===== src/rtl/fifo_pkg.sv =====
// Shared types and helpers for the parametrised synchronous FIFO.
// Optional build macro used by the top: FIFO_FWFT_EN (first-word-fall-through read).
package fifo_pkg;

  // Snapshot of every status flag the FIFO exposes.
  typedef struct packed {
    logic full;
    logic empty;
    logic almost_full;
    logic almost_empty;
    logic overflow;
    logic underflow;
  } fifo_status_t;

  // True when v is a non-zero power of two.
  function automatic bit is_pow2(input int unsigned v);
    return (v != 0) && ((v & (v - 1)) == 0);
  endfunction

  // Pointer width: address bits plus one wrap bit.
  function automatic int ptr_width(input int unsigned depth);
    return $clog2(depth) + 1;
  endfunction

endpackage


===== src/rtl/fifo_mem.sv =====
// DEPTH x WIDTH register array with one synchronous write port and one
// asynchronous read port. Contents are not reset; the control logic never
// exposes a location before it has been written.
module fifo_mem #(
  parameter int WIDTH  = 8,
  parameter int DEPTH  = 16,
  parameter int ADDR_W = $clog2(DEPTH)
) (
  input  logic              clk,
  input  logic              we,
  input  logic [ADDR_W-1:0] waddr,
  input  logic [WIDTH-1:0]  wdata,
  input  logic [ADDR_W-1:0] raddr,
  output logic [WIDTH-1:0]  rdata
);

  logic [WIDTH-1:0] mem_q [DEPTH];
  logic [WIDTH-1:0] mem_d [DEPTH];

  // Next array contents: unchanged except the addressed word on a write.
  always_comb begin
    mem_d = mem_q;
    if (we) begin
      mem_d[waddr] = wdata;
    end
  end

  // Storage update on the rising edge.
  always_ff @(posedge clk) begin
    mem_q <= mem_d;
  end

  assign rdata = mem_q[raddr];

endmodule


===== src/rtl/param_sync_fifo.sv =====
// Single-clock FIFO with occupancy count, programmable almost-full/almost-empty
// thresholds and sticky overflow/underflow flags.
// Build macro FIFO_FWFT_EN: data_out shows the head word combinationally
// (first-word-fall-through); otherwise data_out is registered on each accepted read.
module param_sync_fifo
  import fifo_pkg::*;
#(
  parameter int WIDTH     = 8,
  parameter int DEPTH     = 16,
  parameter int AF_THRESH = DEPTH - 2,
  parameter int AE_THRESH = 2
) (
  input  logic                     clk,
  input  logic                     rst,
  input  logic                     w_en,
  input  logic [WIDTH-1:0]         data_in,
  input  logic                     r_en,
  output logic [WIDTH-1:0]         data_out,
  output logic                     full,
  output logic                     empty,
  output logic                     almost_full,
  output logic                     almost_empty,
  output logic [$clog2(DEPTH):0]   count,
  output logic                     overflow,
  output logic                     underflow,
  input  logic                     clr_err
);

  localparam int ADDR_W = $clog2(DEPTH);
  localparam int PTR_W  = ptr_width(DEPTH);

  localparam logic [PTR_W-1:0] DEPTH_C = PTR_W'(DEPTH);
  localparam logic [PTR_W-1:0] AF_C    = PTR_W'(AF_THRESH);
  localparam logic [PTR_W-1:0] AE_C    = PTR_W'(AE_THRESH);
  localparam logic [PTR_W-1:0] ONE_C   = PTR_W'(1);

  // Reject configurations the pointer/flag arithmetic cannot support.
  if (!is_pow2(DEPTH)) begin : g_chk_pow2
    $error("param_sync_fifo: DEPTH must be a power of two");
  end
  if (DEPTH < 4) begin : g_chk_min_depth
    $error("param_sync_fifo: DEPTH must be at least 4");
  end
  if (!((AE_THRESH > 0) && (AE_THRESH < AF_THRESH) && (AF_THRESH <= DEPTH))) begin : g_chk_thresh
    $error("param_sync_fifo: thresholds must satisfy 0 < AE_THRESH < AF_THRESH <= DEPTH");
  end

  logic [PTR_W-1:0] wr_ptr_q, wr_ptr_d;
  logic [PTR_W-1:0] rd_ptr_q, rd_ptr_d;
  logic [PTR_W-1:0] count_q,  count_d;
  logic             overflow_q,  overflow_d;
  logic             underflow_q, underflow_d;

  logic             rd_acc;
  logic             wr_acc;
  logic             mem_we;
  logic [WIDTH-1:0] mem_rdata;
  fifo_status_t     status;

  fifo_mem #(
    .WIDTH  (WIDTH),
    .DEPTH  (DEPTH),
    .ADDR_W (ADDR_W)
  ) u_mem (
    .clk   (clk),
    .we    (mem_we),
    .waddr (wr_ptr_q[ADDR_W-1:0]),
    .wdata (data_in),
    .raddr (rd_ptr_q[ADDR_W-1:0]),
    .rdata (mem_rdata)
  );

  // Flags decode straight from the registered count so they line up with it.
  always_comb begin
    status              = '0;
    status.full         = (count_q == DEPTH_C);
    status.empty        = (count_q == '0);
    status.almost_full  = (count_q >= AF_C);
    status.almost_empty = (count_q <= AE_C);
    status.overflow     = overflow_q;
    status.underflow    = underflow_q;
  end

  // Accept decisions: a read frees a slot, so a write into a full FIFO is
  // accepted when paired with an accepted read.
  always_comb begin
    rd_acc = r_en && !status.empty;
    wr_acc = w_en && (!status.full || rd_acc);
    mem_we = wr_acc && !rst;
  end

  // Next pointers, occupancy and sticky error flags; reset wipes everything
  // and suppresses any error that the ignored requests would have raised.
  always_comb begin
    wr_ptr_d    = wr_ptr_q;
    rd_ptr_d    = rd_ptr_q;
    count_d     = count_q;
    overflow_d  = overflow_q;
    underflow_d = underflow_q;

    if (rst) begin
      wr_ptr_d    = '0;
      rd_ptr_d    = '0;
      count_d     = '0;
      overflow_d  = 1'b0;
      underflow_d = 1'b0;
    end else begin
      if (wr_acc) begin
        wr_ptr_d = wr_ptr_q + ONE_C;
      end
      if (rd_acc) begin
        rd_ptr_d = rd_ptr_q + ONE_C;
      end
      case ({wr_acc, rd_acc})
        2'b10:   count_d = count_q + ONE_C;
        2'b01:   count_d = count_q - ONE_C;
        default: count_d = count_q;
      endcase
      if (clr_err) begin
        overflow_d  = 1'b0;
        underflow_d = 1'b0;
      end
      if (w_en && !wr_acc) begin
        overflow_d = 1'b1;
      end
      if (r_en && !rd_acc) begin
        underflow_d = 1'b1;
      end
    end
  end

  // Control state register.
  always_ff @(posedge clk) begin
    wr_ptr_q    <= wr_ptr_d;
    rd_ptr_q    <= rd_ptr_d;
    count_q     <= count_d;
    overflow_q  <= overflow_d;
    underflow_q <= underflow_d;
  end

`ifdef FIFO_FWFT_EN
  assign data_out = mem_rdata;
`else
  logic [WIDTH-1:0] data_out_q, data_out_d;

  // Capture the head word on each accepted read, otherwise hold.
  always_comb begin
    data_out_d = data_out_q;
    if (rst) begin
      data_out_d = '0;
    end else if (rd_acc) begin
      data_out_d = mem_rdata;
    end
  end

  // Registered read data.
  always_ff @(posedge clk) begin
    data_out_q <= data_out_d;
  end

  assign data_out = data_out_q;
`endif

  assign full         = status.full;
  assign empty        = status.empty;
  assign almost_full  = status.almost_full;
  assign almost_empty = status.almost_empty;
  assign overflow     = status.overflow;
  assign underflow    = status.underflow;
  assign count        = count_q;

  // The wrap-bit pointer distance must always equal the tracked occupancy.
  a_count_matches_ptrs : assert property (@(posedge clk) disable iff (rst)
    count_q == (wr_ptr_q - rd_ptr_q));

endmodule


===== config.mk =====
export PLATFORM = sky130hd
export DESIGN_NAME = param_sync_fifo
export DESIGN_NICKNAME = d
export VERILOG_FILES = /design/src/rtl/fifo_pkg.sv /design/src/rtl/fifo_mem.sv /design/src/rtl/param_sync_fifo.sv
export SDC_FILE = /design/constraint.sdc
export NUM_CORES = 1
export LEC_CHECK = 0
export ABC_AREA = 1
export CAP_MARGIN = 20
export CORE_UTILIZATION = 45
export DETAILED_ROUTE_END_ITERATION = 8
export DONT_BUFFER_PORTS = 1
export PLACE_DENSITY = 0.62
export SYNTH_ARGS = -nofsm -noshare
export SYNTH_HDL_FRONTEND = slang
export SYNTH_HIERARCHICAL = 1
export SYNTH_SLANG_ARGS = --single-unit
export TNS_END_PERCENT = 5

===== constraint.sdc =====
create_clock -name clk -period 2.9 [get_ports clk]
set_input_delay 0.435 -clock clk [delete_from_list [all_inputs] [get_ports clk]]
set_output_delay 0.435 -clock clk [all_outputs]
set_load 0.1 [all_outputs]

==> impl_metrics.csv, run 1 <==
group,metric,value,unit
floorplanning,core,14600,um2
job,drv_cap,0,
sta,clock_skew,0.00400,ns
placement,dpl.hpwl,9570,um
grt,grt_max_degree,67,
sta,setup_violations,0,
grt,grt_pass1_vias,4538,
drt,wl_met2,7080,um
drt,wl_met1,6340,um
finish,layout-drive-gt1-share,0.0746,
synthesis,syn_nets,713,
finish,final_cell_mix,"192 x nand2_1, 128 x edfxtp_1, 115 x inv_1",
clocking,cts_htree_levels,4,
sta,final.min_clock_period,2.31,ns
pwr,worst_ir_drop_vdd,0.000476,V
finish,stdcell_count,894,
grt,antenna_found_initial,0,
worst_setup_path,cp-start-kind,"flop",
clocking,clk_path_buf_depth,2,
floorplanning,die_w,124,um
sta,slew_violations,0,
worst_setup_path,cp.required,2.95,ns
worst_setup_path,path_buf_inv,0,
clocking,clk_latency,0.42,ns
floorplanning,ios,32,
worst_setup_path,crit_path_max_fanout,8,
finish,final_nets,717,
drt,via_per_inst,5.21,
status,status,"finished, final reports clean",
synthesis,synth_area,6730,um2
clocking,cts_tree,"built",
finish,diodes,0,
sta,final_hold_viol_count,0,
finish,final_common_cell,"nand2_1",
placement,routabilityCongestion,0.864,
hold_path,hold_path.class,"primary input to flop",
pwr,seqPwrFrac,0.414,
sta,tightestPinTransition,0.970,ns
drt,initialDrtViolationCount,438,
drt,drtPass1Iterations,6,
clocking,cts_setup_buffers,0,
synthesis,syn_inst,694,
finish,fillers,1303,
drt,finalWirelength,14800,um
worst_setup_path,max_stage_delay,0.64,ns
finish,regArea,4310,um2
synthesis,synth.avg_cell_area,9.70,um2
clocking,cts_resized,0,
drt,ant_nets,0,
worst_setup_path,crit_slowest_cell,"nor2_1",
placement,portBuffers,0,
floorplanning,initial_core_util,0.461,
floorplanning,rows,44,
worst_setup_path,cp_common_cell,"nor2_1",
clocking,cts_sinks,151,
synthesis,yosysWarnings,6,
sta,rsz0062_at_grt,"false",
drt,drt-wirelength-per-cell,16.6,um
drt,num_vias,4655,
clocking,clk_pin_slew,0.06,ns
worst_setup_path,path_cells,"nor2_4, nand3_2, o21ai_1, nor2_1, nand3_1, nor2_1",
drt,drc,0,
pwr,power.density,907,nW/um2
placement,place_inst,863,
drt,maxUsedRoutingLayer,"met4",
worst_setup_path,crit_path_end_kind,"flop",
sta,slew_headroom,0.353,
floorplanning,fp.dieH,124,um
pwr,clockPowerShare,0.340,
synthesis,ys_seq_area_frac,0.640,
pwr,p_int,0.00436,W
synthesis,ys_ff_latch,151,
sta,fmax,432,MHz
clocking,cts_root_buf,"clkbuf_16",
finish,multi_input_area,1780,um2
pwr,p_leak,3.19,nW
floorplanning,dieArea,15400,um2
worst_setup_path,cp_top_family,"simple AND/OR/NAND/NOR gates",
pwr,p_sw_frac,0.357,
worst_setup_path,setup.worst_path.class,"flop to flop",
grt,track_usage,0.200,
grt,grt_first_pass_wirelength,23300,um
pwr,power.switching,0.00243,W
worst_setup_path,reg2reg_slack,0.59,ns
clocking,cts_buffers,17,
sta,fin_crit_sh,0.798,
pwr,combPwrFrac,0.246,
finish,area_growth,11.2,%
synthesis,synth_cell_types,24,
worst_setup_path,cp.arrival,2.36,ns
clocking,ctsHoldBuffers,0,
sta,setup_tns,0,ns
drt,wl_met3,1060,um
grt,overflow,0,
[layer usage]
metal  vias up  GRT usage
met4         0     0.0865
met1      2224      0.253
met3        27     0.0576
met2       166      0.321
met5         -          0
li1       2238          -
[flip-flops by register name, indices dropped and copies added (netlist names)]
name / cells
count: 5
underflow: 1
u_mem/mem_q: 128
wr_ptr_q: 4
overflow: 1
data_out: 8
rd_ptr_q: 4
[synthesized netlist by cell type]
library cell | count | area [um2]
nor2_2 | 2 | 12.5
xor2_1 | 2 | 17.5
clkbuf_2 | 2 | 10.0
inv_1 | 115 | 432
nand3_2 | 3 | 30.0
nor2_4 | 1 | 11.3
clkbuf_1 | 3 | 11.3
o21ai_1 | 1 | 5.00
nand2_1 | 192 | 721
inv_2 | 4 | 15.0
buf_2 | 12 | 60.1
a21oi_1 | 10 | 50.1
nand3_1 | 107 | 536
nand2_4 | 3 | 33.8
buf_6 | 8 | 90.1
buf_4 | 3 | 22.5
nor3_1 | 1 | 5.00
dfxtp_1 | 23 | 460
fa_1 | 1 | 20.0
o21ai_0 | 18 | 90.1
ha_1 | 5 | 62.6
edfxtp_1 | 128 | 3840
inv_4 | 1 | 6.26
nor2_1 | 49 | 184
[power by group through the flow]
stage / clock (W) / combinational (W) / sequential (W)
after floorplan: 0 / 0.00116 / 0.00304
after global placement: 0 / 0.00161 / 0.00285
after detailed placement: 0 / 0.00165 / 0.00285
after CTS: 0.00234 / 0.00166 / 0.00281
after global routing: 0.00242 / 0.00180 / 0.00282
final: 0.00231 / 0.00167 / 0.00281
[path summary, 6_finish.rpt]
path / startpoint / endpoint / cells after the start
worst min-delay path: rst / overflow$_SDFFE_PP0P_ / 1
worst min register to register: wr_ptr_q[2]$_SDFFE_PP0P_ / wr_ptr_q[2]$_SDFFE_PP0P_ / 2
worst max register to register: count[2]$_SDFFE_PP0P_ / u_mem/mem_q[91]$_DFFE_PP_ / 6
worst max-delay path: count[2]$_SDFFE_PP0P_ / u_mem/mem_q[91]$_DFFE_PP_ / 6
[logic make-up (layout without fill, tap and decap cells)]
logic type / after synthesis / after routing / share of synthesized area
AO/OA/AOI/OAI: 29 / 29 / 0.0216
XOR/XNOR: 2 / 2 / 0.00260
adder cells (fa/ha/maj): 6 / 6 / 0.0123
buffers and inverters: 148 / 164 / 0.0961
flip-flops: 151 / 151 / 0.640
AND/OR/NAND/NOR: 358 / 358 / 0.228
[final cells by class]
cell class	count	area share
flip-flops and latches	151	0.575
multi-input cells	395	0.238
inverters	120	0.0605
clock buffers	18	0.0574
well taps	184	0.0308
clock inverters	13	0.0247
repair buffers	13	0.0130
[stage by stage]
stage	area (um2)	utilization	hold WS, ns	setup WS, ns	total power [W]
after floorplan	6730	-	0.437	0.307	0.00420
after global placement	6870	0.471	0.505	0.687	0.00446
after detailed placement	6870	0.471	0.507	0.605	0.00450
after CTS	7480	0.513	0.0662	0.601	0.00680
after global routing	7480	0.513	0.0648	0.409	0.00705
final	7480	0.513	0.0772	0.587	0.00679
Power figures use the tool's default switching activity.
==> run 2, diff against run 1 <==
clock period = 2.2 ns   (was 2.9 ns; I/O delays follow)
==> run 2 against run 1 <==
Power grew 33%. Die area unchanged. Clock power increased by 27%. Clock skew up 0.0015 ns. Critical path depth rose by 9.
==> impl_metrics.csv, run 2 (synthesis gave the netlist of run 1 again) <==
group,metric,value,unit
worst_setup_path,cp.required,2.52,ns
pwr,power.switching,0.00324,W
grt,antenna_found_initial,0,
clocking,cts_tree,"built",
pwr,clockPowerShare,0.325,
floorplanning,die_w,124,um
worst_setup_path,crit_path_end_kind,"flop",
finish,final_nets,758,
floorplanning,dieArea,15400,um2
placement,routabilityCongestion,0.888,
sta,setup_tns,0,ns
worst_setup_path,cp.arrival,2.34,ns
status,status,"finished, final reports clean",
finish,largest_register_ffs,128,
clocking,clk_latency,0.43,ns
drt,num_vias,4765,
clocking,clk_pin_slew,0.06,ns
floorplanning,initial_core_util,0.461,
sta,slew_violations,0,
sta,final_hold_viol_count,0,
floorplanning,fp.dieH,124,um
clocking,cts_sinks,151,
sta,tightestPinTransition,0.870,ns
sta,rsz0062_at_grt,"false",
placement,dpl.hpwl,9850,um
clocking,cts_buffers,17,
worst_setup_path,crit_path_max_fanout,13,
floorplanning,core,14600,um2
pwr,p_leak,3.39,nW
finish,layout-drive-gt1-share,0.121,
floorplanning,ios,32,
placement,place_area,7110,um2
sta,whs,0.0471,ns
sta,slew_headroom,0.418,
pwr,p_sw_frac,0.360,
pwr,finalPower,0.00901,W
worst_setup_path,cp-start-kind,"flop",
sta,clock_skew,0.00549,ns
pwr,seqPwrFrac,0.372,
grt,grt_first_pass_wirelength,24300,um
grt,overflow,0,
grt,grt_max_degree,33,
finish,diodes,0,
drt,via_per_inst,5.09,
grt,track_usage,0.209,
sta,setup_violations,0,
drt,ant_nets,0,
grt,grt_pass1_vias,4720,
drt,initialDrtViolationCount,331,
worst_setup_path,setup.worst_path.class,"flop to flop",
drt,drtPass1Iterations,5,
floorplanning,rows,44,
pwr,worst_ir_drop_vdd,0.000669,V
finish,area_growth,15.9,%
drt,finalWirelength,15200,um
clocking,cts_htree_levels,4,
job,drv_cap,0,
sta,final.min_clock_period,2.02,ns
drt,drt-wirelength-per-cell,16.2,um
placement,portBuffers,0,
finish,regMostFlops,"u_mem/mem_q",
finish,final_cell_mix,"192 x nand2_1, 128 x edfxtp_1, 115 x inv_1",
worst_setup_path,reg2reg_slack,0.18,ns
finish,final_common_cell,"nand2_1",
hold_path,hold_path.class,"primary input to flop",
drt,drc,0,
clocking,cts_root_buf,"clkbuf_16",
sta,fin_crit_sh,0.918,
pwr,p_int,0.00576,W
sta,fmax,495,MHz
clocking,clk_path_buf_depth,2,
clocking,cts_setup_buffers,0,
pwr,combPwrFrac,0.303,
pwr,power.density,1160,nW/um2
finish,final_cell_area,7800,um2
==> run 2: routing by layer <==
metal,part of all wire,GRT usage
met5,0,0
met4,0.021,0.0886
met3,0.060,0.0520
met2,0.49,0.350
met1,0.43,0.256
==> run 2: worst max-delay path, stage by stage, from the launching register on <==
cell and delay [ns]:
dfxtp_2 0.33, nor2_4 0.14, nand3_2 0.12, nand2_4 0.09
inv_4 0.07, nand2_4 0.07, inv_1 0.10, fa_2 0.37
nand2_1 0.07, nand2_1 0.04, a21oi_1 0.16, nand2_1 0.07
nand2_1 0.09, nand3_1 0.07, nand2_1 0.06, nor2_1 0.04
==> run 2: through the flow <==
| step | util | setup slack [ns] | instances |
|---|---|---|---|
| after detailed placement | 0.488 | 0.131 | 895 |
| after global routing | 0.535 | 0.00743 | 936 |
| final | 0.535 | 0.180 | 936 |
| after global placement | 0.488 | 0.237 | 895 |
| after CTS | 0.534 | 0.103 | 936 |
| after floorplan | - | 0.00610 | 694 |
==> run 2: power by group through the flow <==
stage / Sequential (W) / Clock, W / Combinational (W)
after floorplan: 0.00402 / 0 / 0.00153
after global placement: 0.00340 / 0 / 0.00259
after detailed placement: 0.00341 / 0 / 0.00264
after CTS: 0.00335 / 0.00297 / 0.00272
after global routing: 0.00337 / 0.00308 / 0.00293
final: 0.00335 / 0.00293 / 0.00273
==> run 2: worst paths after layout <==
kind                                  from                  endpoint  depth (start not counted)
hold / removal                        w_en     overflow$_SDFFE_PP0P_                          2
setup / recovery     count[2]$_SDFFE_PP0P_     count[4]$_SDFFE_PP0P_                         15
hold reg to reg   data_out[3]$_SDFFE_PP0P_  data_out[3]$_SDFFE_PP0P_                          2
setup reg to reg     count[2]$_SDFFE_PP0P_     count[4]$_SDFFE_PP0P_                         15
==> run 2: repair_timing <==
| item | CTS | global route |
|---|---|---|
| endpoints found under the hold margin | 130 | 0 |
| hold buffers | 9 | 0 |
| resized for setup | 0 | 1 |
| endpoints found under the setup margin | 0 | 1 |
==> run 2: cell type report <==
| cell class | instances | area (um2) |
|---|---|---|
| Clock buffer | 19 | 433 |
| Tap cell | 184 | 230 |
| Inverter | 120 | 453 |
| Sequential cell | 151 | 4310 |
| Multi-Input combinational cell | 395 | 1780 |
| Fill cell | 1282 | 6790 |
| Timing Repair Buffer | 54 | 428 |
| Clock inverter | 13 | 160 |
==> run 3, diff against run 2 <==
CORE_ASPECT_RATIO = 1.2   (was not set)
REMOVE_ABC_BUFFERS = 1   (was not set)
==> run 3 against run 2 <==
Combinational power rose by 6%. Critical path depth rose by 1. Final cell count rose by 1.9%. Maximum frequency fell by 1.5%. Largest power group unchanged. Non-clock buffer count rose by 2. Via count fell by 1.6%. Sequential power fell by 1%. Setup slack got worse by 0.030 ns. Worst hold slack improved by 0.012 ns.
==> impl_metrics.csv, run 3 (synthesis gave the netlist of run 1 again) <==
group,metric,value,unit
grt,track_usage,0.206,
drt,initialDrtViolationCount,277,
grt,overflow,0,
sta,fin_crit_sh,0.932,
drt,drt-wirelength-per-cell,15.5,um
clocking,cts_sinks,151,
sta,slew_violations,0,
finish,largest_register_ffs,128,
worst_setup_path,reg2reg_from,"count[1]$_SDFFE_PP0P_",
sta,clock_skew,0.00861,ns
worst_setup_path,cp.arrival,2.37,ns
finish,regMostFlops,"u_mem/mem_q",
sta,slew_headroom,0.533,
drt,via_per_inst,4.92,
sta,final_hold_viol_count,0,
worst_setup_path,path_cells,"nor2_2, nand3_2, nand2_4, inv_4, nand2_4, clkinvlp_4, buf_4, ha_4, nand2_1, nand2_1, a21oi_2, nand2_1, nand2_1, nand3_1, nand2_1, nor2_1",
worst_setup_path,setup.worst_path.class,"flop to flop",
floorplanning,core,14500,um2
finish,stdcell_count,954,
drt,num_vias,4690,
placement,routabilityCongestion,0.793,
floorplanning,fp.dieH,136,um
worst_setup_path,crit_path_max_fanout,13,
worst_setup_path,cp-start-kind,"flop",
finish,final_common_cell,"nand2_1",
drt,drtPass1Iterations,4,
floorplanning,dieArea,15400,um2
grt,grt_max_degree,65,
worst_setup_path,max_stage_delay,0.32,ns
clocking,cts_htree_levels,4,
hold_path,hold_path.class,"primary input to flop",
worst_setup_path,crit_path_end_kind,"flop",
worst_setup_path,cp_common_cell,"nand2_1",
hold_path,worstHoldEndpoint,"underflow$_SDFFE_PP0P_",
drt,drc,0,
worst_setup_path,cp.required,2.52,ns
grt,grt_first_pass_wirelength,23400,um
clocking,clk_latency,0.43,ns
floorplanning,initial_core_util,0.465,
worst_setup_path,crit_slowest_cell,"dfxtp_1",
finish,final_cell_mix,"192 x nand2_1, 128 x edfxtp_1, 114 x inv_1",
worst_setup_path,reg2reg_slack,0.15,ns
clocking,cts_tree,"built",
drt,finalWirelength,14800,um
placement,place_inst,909,
floorplanning,rows,48,
pwr,finalPower,0.00932,W
drt,ant_nets,0,
pwr,p_leak,3.42,nW
placement,dpl.hpwl,9180,um
hold_path,min_path_cells,2,
sta,tightestPinTransition,0.698,ns
clocking,cts_buffers,17,
finish,area_growth,18.0,%
finish,final_nets,760,
clocking,clk_path_buf_depth,2,
clocking,clk_pin_slew,0.06,ns
pwr,worst_ir_drop_vdd,0.000675,V
floorplanning,die_w,114,um
worst_setup_path,rr_worst_depth,16,
sta,fmax,488,MHz
placement,portBuffers,0,
pwr,power.density,1170,nW/um2
job,drv_cap,0,
sta,setup_violations,0,
finish,layout-drive-gt1-share,0.126,
grt,grt_pass1_vias,4587,
clocking,cts_root_buf,"clkbuf_16",
floorplanning,ios,32,
hold_path,hold_start,"r_en",
grt,antenna_found_initial,2,
worst_setup_path,r2r-end,"count[4]$_SDFFE_PP0P_",
sta,final.min_clock_period,2.05,ns
status,status,"finished, final reports clean",
run 3: cell types whose count changed in the layout (fill, tap and decap cells not counted), sizes merged:
cell / previous run / this run
buf: 45 / 47
bufinv: 4 / 5
clkbuf: 19 / 17
clkinv: 8 / 6
clkinvlp: 1 / 2
diode: 0 / 1
inv: 120 / 121
run 3: layout make-up:
cell class	instances	area [um2]
inverter	120	457
clock inverter	14	205
timing repair buffer	56	493
multi-input combinational	395	1800
sequential	151	4310
tap	200	250
fill	1236	6540
antenna	1	2.50
clock buffer	17	425
run 3: worst max-delay path by stage:
stage / depth (start not counted) / to / start
after floorplan: 3 / almost_empty / count[2]$_SDFFE_PP0P_
after global placement: 15 / count[4]$_SDFFE_PP0P_ / count[2]$_SDFFE_PP0P_
after detailed placement: 15 / count[4]$_SDFFE_PP0P_ / count[2]$_SDFFE_PP0P_
after CTS: 15 / count[4]$_SDFFE_PP0P_ / count[2]$_SDFFE_PP0P_
after global routing: 16 / count[4]$_SDFFE_PP0P_ / count[1]$_SDFFE_PP0P_
final: 16 / count[4]$_SDFFE_PP0P_ / count[1]$_SDFFE_PP0P_
run 3: power by group:
group          internal, W  total [W]  switching, W  leakage, nW
logic             0.000772    0.00290       0.00213         1.77
clock network      0.00200    0.00311       0.00111        0.306
registers          0.00323    0.00331     0.0000808         1.34
run 3: critical path: cells and delay by family (launching register included):
| family | cells | cell delay (ns) |
|---|---|---|
| buffers and inverters | 3 | 0.32 |
| AOI/OAI and AO/OA | 1 | 0.15 |
| adders and majority gates | 1 | 0.22 |
| DFF | 1 | 0.32 |
| and+or+nand+nor | 11 | 0.93 |
run 3: repair_timing:
item	in CTS	in global routing
hold buffers	9	0
resized for setup	0	4
setup endpoints to repair	0	1
endpoints found under the hold margin	130	0
buffers inserted	0	4
run 3: layer usage:
metal / vias up / routed length [um] / global-route usage
li1: 2323 / - / -
met2: 122 / 7420 / 0.347
met1: 2219 / 6200 / 0.254
met5: - / 10 / 0
met4: 2 / 343 / 0.0899
met3: 24 / 789 / 0.0446
run 3: through the flow:
| step | TNS (ns) | util | area, um2 | hold WS (ns) | setup WS [ns] |
|---|---|---|---|---|---|
| final | 0 | 0.548 | 7940 | 0.0588 | 0.150 |
| after detailed placement | 0 | 0.495 | 7160 | 0.409 | 0.101 |
| after floorplan | -46.93 | - | 6540 | 0.399 | -0.611 |
| after global routing | -0.0154 | 0.548 | 7940 | 0.0674 | -0.0154 |
| after global placement | 0 | 0.495 | 7160 | 0.402 | 0.207 |
| after CTS | 0 | 0.545 | 7880 | 0.0432 | 0.0880 |
